`src/rtl/decode_pkg.sv`:
```
// Shared definitions for the RV32I decode stage: opcodes, ALU operations,
// the ID/EX pipeline bundle and small decode helpers.
package decode_pkg;

    localparam logic [6:0] OP     = 7'b0110011;
    localparam logic [6:0] OP_IMM = 7'b0010011;
    localparam logic [6:0] LOAD   = 7'b0000011;
    localparam logic [6:0] STORE  = 7'b0100011;
    localparam logic [6:0] BRANCH = 7'b1100011;
    localparam logic [6:0] JAL    = 7'b1101111;
    localparam logic [6:0] JALR   = 7'b1100111;
    localparam logic [6:0] LUI    = 7'b0110111;
    localparam logic [6:0] AUIPC  = 7'b0010111;

    typedef enum logic [3:0] {
        ADD   = 4'd0,
        SUB   = 4'd1,
        SLL   = 4'd2,
        SLT   = 4'd3,
        SLTU  = 4'd4,
        XOR   = 4'd5,
        SRL   = 4'd6,
        SRA   = 4'd7,
        OR    = 4'd8,
        AND   = 4'd9,
        PASSB = 4'd10
    } alu_op_t;

    typedef struct packed {
        logic        valid;
        logic [31:0] pc;
        logic [31:0] rs1_data;
        logic [31:0] rs2_data;
        logic [31:0] imm;
        logic [4:0]  rs1;
        logic [4:0]  rs2;
        logic [4:0]  rd;
        logic [2:0]  funct3;
        alu_op_t     alu_op;
        logic        alusrc;
        logic        regwrite;
        logic        memread;
        logic        memwrite;
        logic        branch;
        logic        jal;
        logic        jalr;
        logic        pred_taken;
        logic        illegal;
    } id_ex_t;

    // Register-register and register-immediate ALU ops share the funct3 map;
    // 'alt' selects SUB/SRA (instr[30]) where that is meaningful.
    function automatic alu_op_t alu_from_funct3(input logic [2:0] funct3, input logic alt);
        alu_op_t op;
        case (funct3)
            3'b000:  op = alt ? SUB : ADD;
            3'b001:  op = SLL;
            3'b010:  op = SLT;
            3'b011:  op = SLTU;
            3'b100:  op = XOR;
            3'b101:  op = alt ? SRA : SRL;
            3'b110:  op = OR;
            default: op = AND;
        endcase
        return op;
    endfunction

    function automatic logic uses_rs1(input logic [6:0] opcode);
        return (opcode == OP) || (opcode == OP_IMM) || (opcode == LOAD) ||
               (opcode == STORE) || (opcode == BRANCH) || (opcode == JALR);
    endfunction

    function automatic logic uses_rs2(input logic [6:0] opcode);
        return (opcode == OP) || (opcode == STORE) || (opcode == BRANCH);
    endfunction

endpackage

```
`src/rtl/decode_stage_imm_gen.sv`:
```
// Combinational immediate generator: picks the I/S/B/U/J format from the
// opcode and sign-extends from instr[31]. R-type and unknown opcodes give 0.
module imm_gen
    import decode_pkg::*;
(
    input  logic [31:0] instr,
    output logic [31:0] imm
);

    logic [6:0] opcode;

    assign opcode = instr[6:0];

    // Format selection by opcode
    always_comb begin
        imm = '0;
        case (opcode)
            OP_IMM, LOAD, JALR: imm = {{20{instr[31]}}, instr[31:20]};
            STORE:              imm = {{20{instr[31]}}, instr[31:25], instr[11:7]};
            BRANCH:             imm = {{19{instr[31]}}, instr[31], instr[7],
                                       instr[30:25], instr[11:8], 1'b0};
            LUI, AUIPC:         imm = {instr[31:12], 12'b0};
            JAL:                imm = {{11{instr[31]}}, instr[31], instr[19:12],
                                       instr[20], instr[30:21], 1'b0};
            default:            imm = '0;
        endcase
    end

endmodule

```
`src/rtl/decode_stage.sv`:
```
// RV32I instruction-decode stage: decodes the IF/ID word, reads the register
// file, detects load-use hazards and owns the ID/EX pipeline register.
module decode_stage
    import decode_pkg::*;
#(
    parameter int          XLEN     = 32,
    parameter logic [31:0] RESET_PC = 32'h0000_0000
) (
    input  logic            clk,
    input  logic            rst,
    input  logic            if_valid,
    input  logic [31:0]     if_instr,
    input  logic [31:0]     if_pc,
    input  logic            if_pred_taken,
    output logic [4:0]      rs1_addr,
    output logic [4:0]      rs2_addr,
    input  logic [XLEN-1:0] rs1_data,
    input  logic [XLEN-1:0] rs2_data,
    input  logic            ex_memread,
    input  logic [4:0]      ex_rd,
    input  logic            ex_hold,
    input  logic            flush,
    output logic            stall_out,
    output logic            id_valid,
    output logic [31:0]     id_pc,
    output logic [XLEN-1:0] id_rs1_data,
    output logic [XLEN-1:0] id_rs2_data,
    output logic [31:0]     id_imm,
    output logic [4:0]      id_rs1,
    output logic [4:0]      id_rs2,
    output logic [4:0]      id_rd,
    output logic [2:0]      id_funct3,
    output logic [3:0]      id_alu_op,
    output logic            id_alusrc,
    output logic            id_regwrite,
    output logic            id_memread,
    output logic            id_memwrite,
    output logic            id_branch,
    output logic            id_jal,
    output logic            id_jalr,
    output logic            id_pred_taken,
    output logic            id_illegal
);

    logic [6:0]  opcode;
    logic [2:0]  funct3;
    logic [6:0]  funct7;
    logic [31:0] imm;
    logic        legal;
    logic        hazard;
    id_ex_t      dec;
    id_ex_t      id_ex;

    assign opcode   = if_instr[6:0];
    assign funct3   = if_instr[14:12];
    assign funct7   = if_instr[31:25];
    assign rs1_addr = if_instr[19:15];
    assign rs2_addr = if_instr[24:20];

    imm_gen u_imm_gen (
        .instr (if_instr),
        .imm   (imm)
    );

    // A load in EX whose destination feeds a source register actually read here
    assign hazard = if_valid && ex_memread && (ex_rd != 5'd0) &&
                    ((uses_rs1(opcode) && (ex_rd == rs1_addr)) ||
                     (uses_rs2(opcode) && (ex_rd == rs2_addr)));

    // Flush kills the ID instruction, so a stall would only hold a dead slot
    assign stall_out = rst && !flush && (ex_hold || hazard);

    // Decode the IF/ID word into a full ID/EX bundle
    always_comb begin
        legal            = 1'b1;
        dec              = '0;
        dec.valid        = if_valid;
        dec.pc           = if_pc;
        dec.rs1_data     = rs1_data;
        dec.rs2_data     = rs2_data;
        dec.imm          = imm;
        dec.rs1          = rs1_addr;
        dec.rs2          = rs2_addr;
        dec.rd           = if_instr[11:7];
        dec.funct3       = funct3;
        dec.alu_op       = ADD;
        dec.pred_taken   = if_pred_taken;
        case (opcode)
            OP: begin
                dec.regwrite = 1'b1;
                if (funct7 == 7'b0000000) begin
                    dec.alu_op = alu_from_funct3(funct3, 1'b0);
                end else if ((funct7 == 7'b0100000) &&
                             ((funct3 == 3'b000) || (funct3 == 3'b101))) begin
                    dec.alu_op = alu_from_funct3(funct3, 1'b1);
                end else begin
                    legal = 1'b0;
                end
            end
            OP_IMM: begin
                dec.regwrite = 1'b1;
                dec.alusrc   = 1'b1;
                dec.alu_op   = alu_from_funct3(funct3, (funct3 == 3'b101) && if_instr[30]);
                if (funct3 == 3'b001) begin
                    legal = (funct7 == 7'b0000000);
                end else if (funct3 == 3'b101) begin
                    legal = (funct7 == 7'b0000000) || (funct7 == 7'b0100000);
                end
            end
            LOAD: begin
                dec.regwrite = 1'b1;
                dec.memread  = 1'b1;
                dec.alusrc   = 1'b1;
                legal        = (funct3 != 3'b011) && (funct3 != 3'b110) && (funct3 != 3'b111);
            end
            STORE: begin
                dec.memwrite = 1'b1;
                dec.alusrc   = 1'b1;
                legal        = !funct3[2] && (funct3 != 3'b011);
            end
            BRANCH: begin
                dec.branch = 1'b1;
                dec.alu_op = SUB;
                legal      = (funct3[2:1] != 2'b01);
            end
            JAL: begin
                dec.jal      = 1'b1;
                dec.regwrite = 1'b1;
                dec.alusrc   = 1'b1;
            end
            JALR: begin
                dec.jalr     = 1'b1;
                dec.regwrite = 1'b1;
                dec.alusrc   = 1'b1;
                legal        = (funct3 == 3'b000);
            end
            LUI: begin
                dec.regwrite = 1'b1;
                dec.alusrc   = 1'b1;
                dec.alu_op   = PASSB;
            end
            AUIPC: begin
                dec.regwrite = 1'b1;
                dec.alusrc   = 1'b1;
            end
            default: legal = 1'b0;
        endcase
        if (!legal) begin
            dec.illegal  = 1'b1;
            dec.alu_op   = ADD;
            dec.alusrc   = 1'b0;
            dec.regwrite = 1'b0;
            dec.memread  = 1'b0;
            dec.memwrite = 1'b0;
            dec.branch   = 1'b0;
            dec.jal      = 1'b0;
            dec.jalr     = 1'b0;
        end
        if (dec.rd == 5'd0) begin
            dec.regwrite = 1'b0;
        end
    end

    // ID/EX register: reset, then flush, hold, bubble, load in that priority
    always_ff @(posedge clk) begin
        if (!rst) begin
            id_ex    <= '0;
            id_ex.pc <= RESET_PC;
        end else if (flush) begin
            id_ex <= '0;
        end else if (ex_hold) begin
            id_ex <= id_ex;
        end else if (!if_valid || hazard) begin
            id_ex <= '0;
        end else begin
            id_ex <= dec;
        end
    end

    assign id_valid      = id_ex.valid;
    assign id_pc         = id_ex.pc;
    assign id_rs1_data   = id_ex.rs1_data;
    assign id_rs2_data   = id_ex.rs2_data;
    assign id_imm        = id_ex.imm;
    assign id_rs1        = id_ex.rs1;
    assign id_rs2        = id_ex.rs2;
    assign id_rd         = id_ex.rd;
    assign id_funct3     = id_ex.funct3;
    assign id_alu_op     = id_ex.alu_op;
    assign id_alusrc     = id_ex.alusrc;
    assign id_regwrite   = id_ex.regwrite;
    assign id_memread    = id_ex.memread;
    assign id_memwrite   = id_ex.memwrite;
    assign id_branch     = id_ex.branch;
    assign id_jal        = id_ex.jal;
    assign id_jalr       = id_ex.jalr;
    assign id_pred_taken = id_ex.pred_taken;
    assign id_illegal    = id_ex.illegal;

endmodule

```
`config.mk`:
```
export PLATFORM = sky130hd
export DESIGN_NAME = decode_stage
export DESIGN_NICKNAME = d
export VERILOG_FILES = /design/src/rtl/decode_pkg.sv /design/src/rtl/decode_stage_imm_gen.sv /design/src/rtl/decode_stage.sv
export SDC_FILE = /design/constraint.sdc
export NUM_CORES = 1
export LEC_CHECK = 0
export ABC_AREA = 1
export CORE_ASPECT_RATIO = 1.5
export CORE_MARGIN = 8
export CORE_UTILIZATION = 50
export DETAILED_ROUTE_END_ITERATION = 7
export DONT_BUFFER_PORTS = 1
export MAX_ROUTING_LAYER = met4
export PLACE_DENSITY = 0.76
export REMOVE_ABC_BUFFERS = 1
export SLEW_MARGIN = 20
export SYNTH_ARGS = -nofsm -noshare
export SYNTH_HDL_FRONTEND = slang
export SYNTH_SLANG_ARGS = --single-unit
export TNS_END_PERCENT = 1
```
`constraint.sdc`:
```
create_clock -name clk -period 1.34 [get_ports clk]
set_input_delay 0.067 -clock clk [delete_from_list [all_inputs] [get_ports clk]]
set_output_delay 0.067 -clock clk [all_outputs]
set_load 0.01 [all_outputs]
```
==> impl_summary.md, run 1 <==
Drt
After detailed routing, the number of remaining DRC violations is 0. Using the TritonRoute via totals, the vias-per-cell ratio works out to 6.03. The total length of routed wires is 28.6 mm.

The first TritonRoute pass finished after 6 iterations. The detailed-route via count is 8239. The routed length per instance is 20.9 µm. Once detail routing completed, the nets flagged for antenna violations numbered 0. In this run, the number of DRC markers left after iteration 0 of detailed routing was 837.

Placement
The number of buffer cells added on primary ports is 0. After legalization and detailed placement, the total HPWL measured 15.9 mm. After detailed placement, the total cell area comes to 7340 µm². The instance count after placement with tap cells included is 1113. The congestion estimate from routability-driven global placement came to 1.02.

Prior to clock tree synthesis, the placed netlist has a worst setup slack of -0.102 ns.

Setup path
Walking the worst path, the cells encountered are nand2_1, dlygate4sd3_1, a21oi_1. The data required time at the worst endpoint is 1.69 ns. For this run, the slowest stage of the critical path takes 0.57 ns. STA classifies the critical path startpoint as a flop. The highest fanout seen on the critical path is 2. STA classifies the critical path endpoint as a flop. By startpoint and endpoint, the worst setup path is classified as reg2reg.

The endpoint arrival time on the critical path is 1.66 ns. The library cell contributing the largest single delay on the critical path is sky130_fd_sc_hd__dlygate4sd3_1. For the worst flop-to-flop path, the logic depth is 3.

Cells and area
The number of cells in the finished layout apart from fillers is 1367. The count of nets after finishing is 1296. After routing the design area is 10200 µm². The most common cell after layout, fill and taps aside is sky130_fd_sc_hd__nand2_1.

The top cell types in the final layout, fill and taps aside, are 231 x sky130_fd_sc_hd__nand2_1, 219 x sky130_fd_sc_hd__dlygate4sd3_1, 168 x sky130_fd_sc_hd__a21oi_1. The share of the core filled with cells in the final layout is 70.7%. The area growth from synthesis to layout is 40.0%. The fraction of final layout cells with drive strength greater than 1 is 9.15%.

Worst hold path
The worst hold path was traced through 2 stages. The type of the worst min-delay path is in2reg.

STA
The setup total negative slack is 0 ns. The worst clock skew is 0 ns. The worst path meets setup with 0.0234 ns of slack. The total count of max-transition violations in the final report is 0.

Final hold analysis gives a worst-case slack of -0.172 ns. The clock period minus final worst setup slack is 1.32 ns. Setup repair after global routing could not meet its margin everywhere. The final setup violation count is 0.

The final hold violation count came to 58. The max-slew headroom at the worst pin is 68.7%. Of the available clock period, the critical path in the final layout requires 98.3%. For the pin with the worst max-slew slack, the measured transition is 0.469 ns. The maximum clock rate is 760 MHz.

Logic synthesis
Synthesis instantiated 31 different standard cells from the library. In the synthesized netlist, the number of instances is 984. For this run, the number of Yosys warnings is 0. The synthesized cell area is 7260 µm². After synthesis the netlist holds a flip-flop and latch count of 160. The average cell area after synthesis is 7.38 µm². The portion of the post-synthesis area used by sequential elements is 44.1%.

Global route
The number of antenna violations at the first check in global routing came to 0. The maximum number of pins on one net before global-route repair is 157. The overall overflow remaining after global route is 0. For this run, the total global-route usage over all layers was measured as 30.5%. The first global-routing pass estimated 44.1 mm of wire. The via count of the first global-routing pass came to 8074.

Clock network
After clock tree synthesis, the flow added hold-fix buffers numbering 220. CTS placed an instance of sky130_fd_sc_hd__clkbuf_16 at the clock tree root. The number of sinks handled by clock tree synthesis is 160. The clock passes through at most 2 buffers. The clock reaches the later pin of the worst-skew pair after 0.41 ns. The TritonCTS buffer count is 17. The H-tree was split into 4 levels. The TritonCTS clock tree is done. The clock-pin slew of the registers on the worst-case setup and hold paths is 0.07 ns.

Power and ir drop
The static power due to leakage is 3.57 nW. In this run the power density over the cells is 1040 nW/µm². Total power for the finished layout comes to 10.6 mW. IR analysis of the VDD net gives a maximum drop of 959 µV.

Die
The y dimension of the die is 164 µm. The number of rows in the core area is 54. Measured along the x axis, the die boundary spans 114 µm. The number of top-level pins is 311.

The floorplan step defined a core boundary enclosing 14400 µm². The initial utilization of the core area, before any placement, comes to 50.5%. The floorplan step defined a die boundary enclosing 18700 µm².

Run status
The flow ran to the end, but the final reports show violations. The final reports fail on hold timing.

Job
Across the run, the number of max-cap violations was 0.
-- power by group --
| group | total, mW | internal, mW | leakage [nW] | switching [mW] |
|---|---|---|---|---|
| sequential | 4.92 | 4.83 | 1.30 | 0.0965 |
| combinational | 0.934 | 0.464 | 1.99 | 0.470 |
| clock | 4.75 | 2.55 | 0.271 | 2.20 |
| total | 10.6 | 7.84 | 3.57 | 2.77 |
-- state kept, by name, summed over array words and instances, names as in the netlist, 3 cells and up --
register	flops
id_alu_op	4
id_funct3	3
id_imm	32
id_pc	32
id_rd	5
id_rs1	5
id_rs1_data	32
id_rs2	5
id_rs2_data	32
-- repair_timing --
item	in CTS	in global routing
pin swaps	0	1
endpoints found under the hold margin	160	154
endpoints found under the setup margin	1	17
gates resized for setup	1	18
buffers inserted	0	0
-- kinds of logic (layout without fill, tap and decap cells) --
family / Yosys count / in the layout / synth area share, %
simple gates: 478 / 478 / 31.5
compound gates: 187 / 187 / 13.2
flops: 160 / 160 / 44.1
buf+inv: 151 / 336 / 10.3
xor+xnor: 8 / 8 / 0.965
other cells: 0 / 2 / 0
-- final timing paths --
| kind | endpoint | slack (ns) | from |
|---|---|---|---|
| max | id_rs2_data[31] | 0.02 | id_rs2_data[31] |
| min | id_imm[9] | -0.17 | if_valid |
| max reg2reg | id_rs2_data[31] | 0.02 | id_rs2_data[31] |
| min reg2reg | id_rs2_data[0] | 0.52 | id_rs2_data[0] |
-- area by class of cell --
cell class	instances	area, µm²
flip-flops and latches	160	3220
clock buffers	19	453
clock inverters	13	119
inverters	46	175
fillers	1039	4220
repair buffers	258	2610
multi-input cells	673	3350
diodes	2	5.00
well taps	196	245
-- metal layers --
layer	part of all wire [%]	GRT usage (%)	wire, µm
met1	34	31.9	9840
met2	50	50.3	14400
met3	9.8	8.51	2810
met4	5.4	18.2	1550
met5	0	-	0
-- Yosys cell counts, drive strengths merged --
cell type	instances	share of area (%)
a21oi	171	12
a31oi	7	0.60
buf	48	4.9
clkbuf	57	3.0
dfxtp	160	44
inv	46	2.4
nand2	238	13
nand3	39	2.8
nand3b	3	0.31
nand4	155	13
nor2	41	2.3
nor3	1	0.069
o211ai	1	0.10
o21ai	5	0.34
o21bai	1	0.10
o22ai	2	0.17
or2	1	0.086
xnor2	2	0.24
xor2	6	0.72
-- critical path, delay by kind of cell, from the launching register on --
family	cells	cell delay, ns
buffers and inverters	1	0.57
DFF	1	0.42
AOI/OAI and AO/OA	1	0.17
and+or+nand+nor	1	0.08
(Power assumes the default switching activity.)
==> inputs of run 2 (changes only) <==
--- a/config.mk
+++ b/config.mk
@@ -6,7 +6,7 @@
 export NUM_CORES = 1
 export LEC_CHECK = 0
 export ABC_AREA = 1
-export CORE_ASPECT_RATIO = 1.5
+export CORE_ASPECT_RATIO = 1.2
 export CORE_MARGIN = 8
 export CORE_UTILIZATION = 50
 export DETAILED_ROUTE_END_ITERATION = 7
==> constraint.sdc (replaced) <==
create_clock -name clk -period 1.6 [get_ports clk]
set_input_delay 0.08 -clock clk [delete_from_list [all_inputs] [get_ports clk]]
set_output_delay 0.08 -clock clk [all_outputs]
set_load 0.05 [all_outputs]
==> impl_summary.md, run 2 <==
Placement
Timing analysis after detailed placement gives a worst setup slack of 0.103 ns. The placed wire-length estimate after detailed placement is 16.7 mm. The final weighted congestion in routability-driven placement is 0.935. Summing all placed instances gives a cell area of 8360 µm². After detailed placement, the design holds a cell count of 1233. Port buffering added 0 buffers.

Logic synthesis
The count of flip-flops with a built-in enable after synthesis is 0. The average cell area after synthesis is 7.38 µm². The synthesized cell area is 7260 µm². The share of synthesized area in the top cell type comes to 44.1%.

The share of synthesized flip-flops with an asynchronous set or reset is 0%. Synthesis handed over a netlist of 984 instances. The most used flip-flop cell after synthesis is sky130_fd_sc_hd__dfxtp_1. The most common cell in the synthesized netlist is sky130_fd_sc_hd__nand2_1. In the post-synthesis netlist, the biggest area contributors are sky130_fd_sc_hd__dfxtp_1 44%, sky130_fd_sc_hd__nand4_1 13%, sky130_fd_sc_hd__nand2_1 12%, sky130_fd_sc_hd__a21oi_1 12%, sky130_fd_sc_hd__clkbuf_1 2.9%.

The Yosys step of the flow raised 0 warnings. Yosys mapped the design onto 31 distinct sky130hd cell types. By count the netlist is led by 233 x sky130_fd_sc_hd__nand2_1, 170 x sky130_fd_sc_hd__a21oi_1, 160 x sky130_fd_sc_hd__dfxtp_1. Counting flops and latches in the post-synthesis netlist gives 160. The synthesized design spends more area on one cell type than any other, namely sky130_fd_sc_hd__dfxtp_1.

After synthesis, flip-flops and latches occupy 44.1% of the total area.

Die
The die outline width is 126 µm. For this configuration, the core starts out at a cell density of 50.8%. The y dimension of the die is 148 µm.

During I/O placement, the number of pins put on the boundary was 311. The floorplan has 48 rows.

Clock network
The post-cts hold buffer count is 254. The worst-case clock buffer depth is 2. The clock tree root buffer cell is sky130_fd_sc_hd__clkbuf_16.

The TritonCTS buffer count is 17. After clock tree synthesis, the setup repair step added 0 buffers. The total of cells resized after clock tree synthesis is 0.

The CTS H-tree depth is 4. The number of sinks handled by clock tree synthesis is 160.

Run status
It got as far as clock tree synthesis and failed there. The flow did not finish. The tool reported: "[ERROR RSZ-0060] Max buffer count reached".
-- run 2: cell counts after synthesis --
No cell type changed its count.
-- run 2: logic make-up after synthesis --
family / after synthesis / synth area share, %
xor+xnor: 8 / 0.965
compound gates: 187 / 13.2
flops: 160 / 44.1
buf+inv: 151 / 10.3
simple gates: 478 / 31.5
-- run 2: metrics by stage --
| stage | TNS, ns | utilization [%] |
|---|---|---|
| after floorplan | -240.39 | - |
| after global placement | 0 | 58.5 |
| after detailed placement | 0 | 58.5 |
==> inputs of run 3 (changes only) <==
--- a/config.mk
+++ b/config.mk
@@ -6,13 +6,11 @@
 export NUM_CORES = 1
 export LEC_CHECK = 0
 export ABC_AREA = 1
-export CORE_ASPECT_RATIO = 1.2
 export CORE_MARGIN = 8
-export CORE_UTILIZATION = 50
+export CORE_UTILIZATION = 35
 export DETAILED_ROUTE_END_ITERATION = 7
 export DONT_BUFFER_PORTS = 1
-export MAX_ROUTING_LAYER = met4
-export PLACE_DENSITY = 0.76
+export PLACE_DENSITY_LB_ADDON = 0.15
 export REMOVE_ABC_BUFFERS = 1
 export SLEW_MARGIN = 20
 export SYNTH_ARGS = -nofsm -noshare
==> impl_summary.md, run 3 (synthesized netlist as in run 1, its figures left out) <==
Power and ir drop
The total power per unit cell area is 768 nW/µm². For this design the static power due to leakage is 4.55 nW. The worst-case IR drop observed on VDD is 660 µV.

After layout, the design draws a total of 9.17 mW.

Placement
The placed instances occupy a cell area of 8560 µm². The post-place setup slack is -0.0513 ns. At the end of routability-driven placement, the weighted congestion stood at 0.872. In this run, placement finished with an instance count of 1336. The wire-length estimate of the detail-placed layout is 17.7 mm.

Port buffering added 0 buffers.

Cells and area
The number of cells in the finished layout apart from fillers is 1638. The net count of the finished layout is 1494. After routing the design area is 11900 µm². The library cell used most frequently in the layout, excluding fill and tap cells, is sky130_fd_sc_hd__dlygate4sd3_1. In the layout the commonest cells are 257 x sky130_fd_sc_hd__dlygate4sd3_1, 230 x sky130_fd_sc_hd__nand2_1, 182 x sky130_fd_sc_hd__buf_4. The area growth from synthesis to final layout is 64.4%. Of the cells placed in the final design, the portion with a size suffix greater than 1 is 18.4%.

The share of the core filled with cells in the final layout is 58.8%.

Drt
The pre-antenna-repair detailed-routing pass consisted of 5 iterations. For this run, design rule violations remaining after detail routing come to 0. The antenna violation net count after detailed routing is 0. The detailed-route via count is 8592. The average vias per placed instance is 5.25. The total length of routed wires is 30.9 mm. The first routing iteration left 701 violations. The routed length per instance is 18.9 µm.

Die
The die outline width is 160 µm. The floorplan step defined a core boundary enclosing 20300 µm². The initial utilization of the core area, before any placement, comes to 35.8%.

The overall die area is 25600 µm². The number of top-level pins is 311. The y dimension of the die is 160 µm. The number of rows in the core area is 52.

Global route
Global routing finished with a remaining overflow of 0. Entering global routing, the biggest net connects 157 pins. The first global-routing pass estimated 47.6 mm of wire. The number of antenna violations at the first check in global routing is 1. The via count of the first global-routing pass is 8615.

The total routing usage reported by global routing is 22.6%.

Job
The number of max-cap violations is 0.

Setup path
The worst setup path is launched from a primary input. The sort of element at the end of the critical path is a flop. In this run the number of cells on the critical path is 11. The library cell contributing the largest single delay on the critical path is sky130_fd_sc_hd__dlygate4sd3_1. The critical path goes through nand2_1, inv_1, nand2_2, a21oi_4, nand3b_1, nand3_4, buf_4, clkbuf_16, nand4_1, dlygate4sd3_1, a21oi_1. In this run the worst path has a maximum fanout of 14. In this run the register-to-register setup slack is 0.20 ns.

The path depth of the worst reg2reg path is 6. The data required time at the worst endpoint is 1.96 ns. The number of buffers and inverters on the critical path is 4. The cell class contributing the biggest share of worst-path delay is buffers and inverters. For the worst setup path, the data arrival time is 1.94 ns.

By startpoint and endpoint, the worst setup path is classified as in2reg. The delay of the slowest cell on the worst path is 0.59 ns.

STA
The tightest hold margin is -0.149 ns. The final setup violation count is 0. The actual slew at the worst max-slew pin is 0.453 ns.

The final critical path takes up 98.8% of the cycle. The final hold violation count was 39. The max-slew headroom at the worst pin is 69.8%. Across the routed clock network, the largest skew measured is 0 ns. The total count of max-transition violations in the final report is 0. The setup total negative slack is 0 ns.

Setup slack closes at 0.0195 ns. Setup repair after global routing could not meet its margin everywhere. The smallest clock period supported by the final layout is computed as 1.58 ns. The maximum clock rate is 633 MHz.

Run status
The run finished, with violations left. The checks that failed: hold timing.

Clock network
Counting every sink on the clock net gives 160. TritonCTS built the clock tree. The longest clock path from root to sink contains 2 buffers. In this run the number of H-tree levels came out at 4.

The clock insertion delay at the later pin of the skew report is 0.42 ns. The clock tree root buffer cell is sky130_fd_sc_hd__clkbuf_16. The TritonCTS buffer count is 17. Hold repair after CTS inserted 259 buffers.

After clock tree synthesis, the clock-pin slew on the worst setup and hold paths is 0.07 ns.

Worst hold path
In this run the worst hold path is classified as in2reg. The worst hold path was traced through 2 stages.
[run 3: cell type report]
| class | instances | area (µm²) |
|---|---|---|
| Inverter | 46 | 175 |
| Timing Repair Buffer | 456 | 4300 |
| Clock inverter | 13 | 130 |
| Tap cell | 270 | 338 |
| Sequential cell | 160 | 3200 |
| Fill cell | 1871 | 8360 |
| Antenna cell | 1 | 2.50 |
| Clock buffer | 19 | 433 |
| Multi-Input combinational cell | 673 | 3350 |
[run 3: final timing paths]
| check | from | to |
|---|---|---|
| worst max-delay path | if_instr[1] | id_rs2[2] |
| worst min-delay path | if_valid | id_rs1_data[19] |
| worst max register to register | id_alu_op[0] | id_alu_op[0] |
| worst min register to register | id_rs2_data[8] | id_rs2_data[8] |
[run 3: where the power goes]
| part | internal, mW | switching, mW |
|---|---|---|
| Sequential | 4.04 | 0.0226 |
| Clock | 2.17 | 1.77 |
| Combinational | 0.494 | 0.668 |
| Total | 6.71 | 2.46 |
[run 3: metal layers]
layer / share of wire (%) / track usage, %
met1: 41 / 27.1
met2: 47 / 36.7
met3: 7.8 / 6.71
met4: 3.4 / 9.73
met5: 0 / 0
[run 3: what timing repair did]
item	in CTS	in global routing
hold endpoints to repair	160	97
gates cloned	0	6
setup endpoints to repair	1	54
resized for setup	1	8
setup buffers	0	4
pin swaps	0	1
==> inputs of run 4 (changes only) <==
==> constraint.sdc (replaced) <==
create_clock -name clk -period 1.8 [get_ports clk]
set_input_delay 0.09 -clock clk [delete_from_list [all_inputs] [get_ports clk]]
set_output_delay 0.09 -clock clk [all_outputs]
set_load 0.05 [all_outputs]
==> impl_summary.md, run 4 <==
Run status
The flow did not finish. The stage where the run came to a stop is clock tree synthesis. The first error in the log reads "[ERROR RSZ-0060] Max buffer count reached".

Logic synthesis
Multiplexer cells account for 0% of the synthesized area. The most instantiated library cell after synthesis is sky130_fd_sc_hd__nand2_1. The commonest cells after synthesis are 233 x sky130_fd_sc_hd__nand2_1, 170 x sky130_fd_sc_hd__a21oi_1, 160 x sky130_fd_sc_hd__dfxtp_1. Of all flip-flops after synthesis, the portion carrying an async set or reset was 0%. The number of cells produced by synthesis is 984. The synthesized-area fraction occupied by ao, oa, aoi and oai cells is 13.2%.

Of the total synthesized cell area, the portion taken by AND, OR, NAND and NOR gates is 31.5%. The portion of the post-synthesis area used by sequential elements is 44.1%. The average cell area after synthesis is 7.38 µm². The area share of the largest cell type after synthesis is 44.1%. The cell taking the most area after synthesis is sky130_fd_sc_hd__dfxtp_1. The count of cell types in the netlist is 31. Yosys mapped a number of flops with a built-in enable equal to 0.

The synthesized netlist devotes 0.965% of its cell area to XOR and XNOR gates. By area, the combinational part of the netlist is dominated by simple AND/OR/NAND/NOR gates. The number of warnings reported in the yosys synthesis log is 0. The adder and majority cell fraction of the synthesized area is 0%. The mapped netlist covers 7260 µm². The flip-flop and latch count after synthesis is 160. The most used flip-flop cell after synthesis is sky130_fd_sc_hd__dfxtp_1. After synthesis, the cell types taking the most area are sky130_fd_sc_hd__dfxtp_1 44%, sky130_fd_sc_hd__nand4_1 13%, sky130_fd_sc_hd__nand2_1 12%, sky130_fd_sc_hd__a21oi_1 12%, sky130_fd_sc_hd__clkbuf_1 2.9%.

Clock network
For this design, the CTS-stage hold fixing added 256 buffers. CTS saw 160 sinks. The clock tree root buffer cell is sky130_fd_sc_hd__clkbuf_16. The number of clock buffers added by TritonCTS is 17. Once the clock tree was built, the resizer swapped 0 gates to a different size. The worst-case clock buffer depth is 2. The setup fix buffers added after clock tree synthesis is 0. The CTS H-tree depth is 4.

Die
From bottom edge to top edge, the die measures 160 µm. The initial utilization of the core area, before any placement, comes to 35.8%. The floorplan has 52 rows. From left edge to right edge, the die measures 160 µm. During I/O placement, the number of pins put on the boundary was 311.

Placement
The number of buffer cells added on primary ports is 0. OpenSTA, run right after detailed placement, puts the worst setup slack at 0.168 ns. Routability-driven placement finished with a final weighted congestion of 0.868. After detailed placement, the design holds a cell count of 1242. Once detailed placement completed, the half-perimeter wirelength came to 17.5 mm.
-- run 4: logic make-up after synthesis --
| family | count (synthesis) |
|---|---|
| AO/OA/AOI/OAI | 187 |
| AND/OR/NAND/NOR | 478 |
| buffers and inverters | 151 |
| flip-flops | 160 |
| XOR/XNOR | 8 |
-- run 4: stage by stage --
step	util, %	hold WS [ns]	area, µm²	setup TNS, ns
2_1_floorplan	-	0.180	6690	-209.81
3_3_place_gp	38.6	0.180	7840	0
3_5_place_dp	38.6	0.180	7840	0
